[src/rtl/fifo_wr_arb.sv]
// Round-robin write-port arbiter in front of an async FIFO write side.
// Tags each word with its source ID and can lock one requester for a bounded multi-beat burst.
module fifo_wr_arb #(
  parameter int NUM_REQ    = 4,
  parameter int FIFO_WIDTH = 32,
  parameter int ID_WIDTH   = 2,
  parameter int MAX_BURST  = 8
) (
  input  logic                                    wclk,
  input  logic                                    rst_n,
  input  logic [NUM_REQ-1:0]                      req_valid,
  input  logic [NUM_REQ*(FIFO_WIDTH-ID_WIDTH)-1:0] req_data,
  input  logic [NUM_REQ-1:0]                      req_last,
  output logic [NUM_REQ-1:0]                      req_ready,
  output logic                                    wen,
  output logic [FIFO_WIDTH-1:0]                   wdata,
  input  logic                                    wfull,
  output logic [ID_WIDTH-1:0]                     grant_id,
  output logic                                    locked
);

  localparam int PW    = FIFO_WIDTH - ID_WIDTH;
  localparam int CNT_W = $clog2(MAX_BURST + 1);

  localparam logic [ID_WIDTH-1:0] LAST_ID   = ID_WIDTH'(NUM_REQ - 1);
  localparam logic [ID_WIDTH:0]   NUM_REQ_X = (ID_WIDTH + 1)'(NUM_REQ);
  localparam logic [CNT_W-1:0]    BURST_END = CNT_W'(MAX_BURST - 1);

  typedef enum logic {
    IDLE = 1'b0,
    LOCK = 1'b1
  } state_t;

  state_t              state;
  logic [ID_WIDTH-1:0] rr_ptr;
  logic [ID_WIDTH-1:0] owner;
  logic [CNT_W-1:0]    beat_cnt;

  logic [PW-1:0]       payload [NUM_REQ];
  logic [NUM_REQ-1:0]  rotated;
  logic [ID_WIDTH-1:0] offset;
  logic [ID_WIDTH:0]   sel_sum;
  logic [ID_WIDTH-1:0] sel;
  logic [ID_WIDTH-1:0] cur;
  logic                cur_valid;
  logic                cur_last;
  logic                xfer;

  for (genvar gi = 0; gi < NUM_REQ; gi++) begin : g_payload
    assign payload[gi] = req_data[gi*PW +: PW];
  end

  function automatic logic [ID_WIDTH-1:0] next_id(input logic [ID_WIDTH-1:0] id);
    return (id == LAST_ID) ? '0 : id + 1'b1;
  endfunction

  // Rotate the valid vector so bit 0 is the requester at rr_ptr; lowest set bit wins.
  assign rotated = NUM_REQ'({req_valid, req_valid} >> rr_ptr);

  always_comb begin
    offset = '0;
    for (int i = NUM_REQ - 1; i >= 0; i--) begin
      if (rotated[i]) begin
        offset = i[ID_WIDTH-1:0];
      end
    end
  end

  assign sel_sum = {1'b0, rr_ptr} + {1'b0, offset};
  assign sel     = (sel_sum >= NUM_REQ_X) ? ID_WIDTH'(sel_sum - NUM_REQ_X) : ID_WIDTH'(sel_sum);

  assign cur       = (state == LOCK) ? owner : sel;
  assign cur_valid = (state == LOCK) ? req_valid[owner] : (|req_valid);
  assign cur_last  = req_last[cur];
  assign xfer      = rst_n & ~wfull & cur_valid;

  always_comb begin
    req_ready = '0;
    if (xfer) begin
      req_ready[cur] = 1'b1;
    end
  end

  assign wen   = xfer;
  assign wdata = {cur, payload[cur]};

  // Stalls (wfull or owner bubble) leave every register untouched, so they never count as beats.
  always_ff @(posedge wclk or negedge rst_n) begin
    if (!rst_n) begin
      state    <= IDLE;
      rr_ptr   <= '0;
      owner    <= '0;
      beat_cnt <= '0;
      grant_id <= '0;
      locked   <= 1'b0;
    end else if (xfer) begin
      grant_id <= cur;
      case (state)
        IDLE: begin
          if (cur_last || (MAX_BURST == 1)) begin
            rr_ptr <= next_id(sel);
          end else begin
            state    <= LOCK;
            locked   <= 1'b1;
            owner    <= sel;
            beat_cnt <= CNT_W'(1);
          end
        end
        LOCK: begin
          if (cur_last || (beat_cnt == BURST_END)) begin
            state    <= IDLE;
            locked   <= 1'b0;
            rr_ptr   <= next_id(owner);
            beat_cnt <= '0;
          end else begin
            beat_cnt <= beat_cnt + 1'b1;
          end
        end
        default: begin
          state  <= IDLE;
          locked <= 1'b0;
        end
      endcase
    end
  end

endmodule

[config.mk]
export PLATFORM = sky130hd
export DESIGN_NAME = fifo_wr_arb
export DESIGN_NICKNAME = d
export VERILOG_FILES = /design/src/rtl/fifo_wr_arb.sv
export SDC_FILE = /design/constraint.sdc
export NUM_CORES = 1
export LEC_CHECK = 0
export ABC_CLOCK_PERIOD_IN_PS = 3800
export CAP_MARGIN = 25
export CORE_MARGIN = 2
export CORE_UTILIZATION = 33
export DETAILED_ROUTE_END_ITERATION = 8
export GPL_TIMING_DRIVEN = 0
export PLACE_DENSITY_LB_ADDON = 0.25
export SETUP_SLACK_MARGIN = 0.05
export SLEW_MARGIN = 40
export SYNTH_ARGS = -nofsm -noshare
export SYNTH_HDL_FRONTEND = slang
export SYNTH_SLANG_ARGS = --single-unit
[constraint.sdc]
create_clock -name wclk -period 3.8 [get_ports wclk]
set_input_delay 0.76 -clock wclk [delete_from_list [all_inputs] [get_ports wclk]]
set_output_delay 0.76 -clock wclk [all_outputs]
set_load 0.005 [all_outputs]
==> flow_metrics.py <==
metrics = {
    "clock_tree": {
        "clock-sinks": 12,
        "cts_made_buffers": 3,
        "cts_root_buffer": "clkbuf_8",
        "htreeDepth": 1,
        "cts.clk_slew.worst_paths_ns": 0.06,
        "tritoncts": "done",
        "cts.path.max_buffers": 2,
        "clk_latency_ns": 0.24,
    },
    "global_routing": {
        "antenna_found_initial": 0,
        "grt_pass1_wl_um": 12800,
        "grt_max_degree": 14,
        "grt_overflow": 0,
        "grt_pass1_vias": 2563,
        "grt_usage": 0.225,
    },
    "critical_path": {
        "reg2reg_depth": 14,
        "cp-end-kind": "output pin",
        "crit_path_max_fanout": 10,
        "cp-start-kind": "input pin",
        "rr_startpoint": "rr_ptr[1]",
        "r2r-end": "beat_cnt[0]",
        "regToRegSetupSlack_ns": 0.86,
        "slowest_stage": "ha_2",
        "critPathMostFrequentCell": "mux2i_1",
        "slowest_delay_ns": 0.30,
        "arrival_ns": 2.88,
        "worstPathCellList": "buf_6 -> inv_1 -> o21ai_2 -> a21oi_2 -> nor3_1 -> a21oi_1 -> ha_2 -> mux2i_1 -> buf_6 -> buf_4 -> clkbuf_16 -> mux2i_1 -> mux2i_1 -> dlygate4sd2_1",
        "cp.required_ns": 3.04,
        "worstSetupPathType": "in2out",
    },
    "synth": {
        "synth_compound_area_frac": 0.115,
        "netlist_area_mm2": 0.00206,
        "synth_ff_type": "dfrtp_1",
        "synth_area_leaders": "mux2i_1 48%, dfrtp_1 15%, buf_6 2.7%",
        "synthTopCellsByCount": "98 x mux2i_1, 12 x dfrtp_1, 11 x nand2_1",
        "synth_top_cell_by_area": "mux2i_1",
        "synthAdderAreaFrac": 0.0182,
        "synth-async-reset-ratio": 1.00,
        "synth_xor_area_frac": 0.0286,
        "synth_top_family_by_area": "multiplexers",
        "yosysTopAreaCellShare": 0.476,
        "synthCells": 218,
        "synth_area_per_cell_um2": 9.45,
        "ys_ff_latch": 12,
        "yosysMostFrequentCell": "mux2i_1",
        "synth_nets": 352,
        "yosysUniqueCellTypes": 46,
        "seq_area_frac_synth": 0.146,
        "synth_warnings": 0,
        "synth_mux_area_frac": 0.522,
        "synthSimpleGateAreaFrac": 0.109,
        "synth_edf_count": 0,
    },
    "place": {
        "dp_cells": 462,
        "portBuffers": 169,
        "hpwl_um": 6510,
        "gp_congestion": 0.844,
    },
    "sta": {
        "clock-skew-final_ns": 0.00444,
        "setup_viol": 0,
        "fin_crit_ns": 3.64,
        "hold_violations": 0,
        "fmax_mhz": 275,
        "finalMaxSlewViolations": 0,
        "max_slew_margin": 0.604,
        "rsz0062_at_grt": "yes",
        "worst_slew_pin_slew_ns": 0.593,
        "period_share": 0.957,
    },
    "layout": {
        "area_growth_pct": 106,
        "final_cell_count_no_fill": 488,
        "fillCellCount": 483,
        "fin_nets": 548,
        "drive_gt1_frac": 0.199,
        "diodes": 0,
    },
    "routing": {
        "via_per_inst": 5.05,
        "antenna_left": 0,
        "finalWirelength_um": 8030,
        "top_layer_used": "met4",
        "routed-wl-met3_um": 598,
        "wl_per_cell_um": 16.5,
        "met1_length_um": 2940,
        "dr.pass1.iters": 4,
        "drt_iter0_drc": 74,
        "wl_met2_um": 4330,
        "drc": 0,
        "vias": 2464,
    },
    "min_path": {
        "whs_endpoint": "locked",
        "min_path_cells": 2,
        "hold_start": "locked",
        "hold_path.class": "reg2reg",
    },
    "job": {
        "max-cap-violations": 0,
    },
    "pwr": {
        "p_total_mw": 3.67,
        "vdd_drop_max_mv": 0.488,
        "powerDensity_mw_per_mm2": 865,
        "power_leakage_nw": 2.09,
    },
    "die": {
        "std_cell_rows": 28,
        "ios": 171,
        "die_w_um": 83,
        "die-area_mm2": 0.00689,
        "core-area_mm2": 0.00599,
        "die_y_um": 83,
        "start_util": 0.344,
    },
    "status": {
        "run_status": "completed",
    },
}
[sequential cells by signal, indices dropped and copies added (netlist names)]
register / count
grant_id: 2
state: 1
owner: 2
beat_cnt: 4
rr_ptr: 2
locked: 1
[report_power, final]
part / switching (mW) / internal [mW] / leakage (nW) / total, mW
Sequential: 0.0753 / 0.187 / 0.138 / 0.263
Combinational: 1.33 / 1.93 / 1.92 / 3.26
Clock: 0.0533 / 0.0917 / 0.0288 / 0.145
Total: 1.46 / 2.21 / 2.09 / 3.67
[cell families after synthesis]
group | Yosys count
and+or+nand+nor | 44
adders and majority gates | 3
muxes | 105
AOI/OAI and AO/OA | 28
buffers and inverters | 23
xor gates and xnor gates | 3
DFF | 12
[metrics by stage]
stage	utilization	setup slack, ns	hold WS (ns)	setup TNS (ns)	area [um2]
2_1_floorplan	-	0.224	0.464	0	2060
3_5_place_dp	0.642	-1.27	0.471	-42.56	3840
4_1_cts	0.694	0.0664	0.485	0	4160
5_1_grt	0.708	0.0336	0.514	0	4240
3_3_place_gp	0.642	-1.13	0.462	-38.07	3840
6_report	0.708	0.162	0.476	0	4240
[cell usage in the layout, fill, tap and decap left out, drive strengths merged, types with 2 or more instances in the layout]
master	count
a221o	2
clkdlybuf4s15	4
nand2	11
clkbuf	9
inv	9
mux2	6
nor3	5
o21a	3
buf	42
a21oi	7
xnor2	2
dlygate4sd2	22
clkdlybuf4s50	131
or3	2
nor2b	4
nor2	9
o21ai	5
nand2b	4
dfrtp	12
o31ai	2
nand3b	2
ha	3
mux2i	98
a31o	2
nand3	3
[how the worst max path moves through the flow]
stage	endpoint	cells past startpoint	startpoint	slack (ns)
after floorplan	wdata[0]	12	req_valid[0]	0.22
after global placement	wdata[15]	13	req_valid[1]	-1.13
after detailed placement	wdata[0]	13	req_valid[1]	-1.27
after CTS	wdata[15]	16	req_valid[2]	0.07
after global routing	wdata[26]	16	req_valid[1]	0.03
final	wdata[17]	14	req_valid[0]	0.16
[per-layer routing]
metal | vias to the layer above | global-route usage
met4 | 0 | 0.0596
li1 | 1200 | -
met3 | 12 | 0.0676
met5 | - | 0
met1 | 1158 | 0.234
met2 | 94 | 0.435
[repair_timing]
action,4_1_cts,5_1_grt
pin swaps,4,6
cloned,0,0
gates resized for setup,124,10
hold buffers,0,0
setup endpoints to repair,36,24
buffers inserted,17,6
[worst max-delay path: cells and delay by family]
family / cells / cell delay [ns]
adder cells (fa/ha/maj): 1 / 0.30
multiplexers: 3 / 0.47
AND/OR/NAND/NOR: 1 / 0.05
AO/OA/AOI/OAI: 3 / 0.34
buffers and inverters: 6 / 0.96
[layout make-up]
class                           instances  area, um2  share of cell area
Tap cell                               75       93.8              0.0221
Clock buffer                            4       55.1              0.0130
Multi-Input combinational cell        183       1690               0.399
Sequential cell                        12        302              0.0711
Inverter                                9       38.8             0.00914
Buffer                                 13        233              0.0549
Timing Repair Buffer                  192       1830               0.431
No activity file was read; power rests on OpenSTA's default activity.
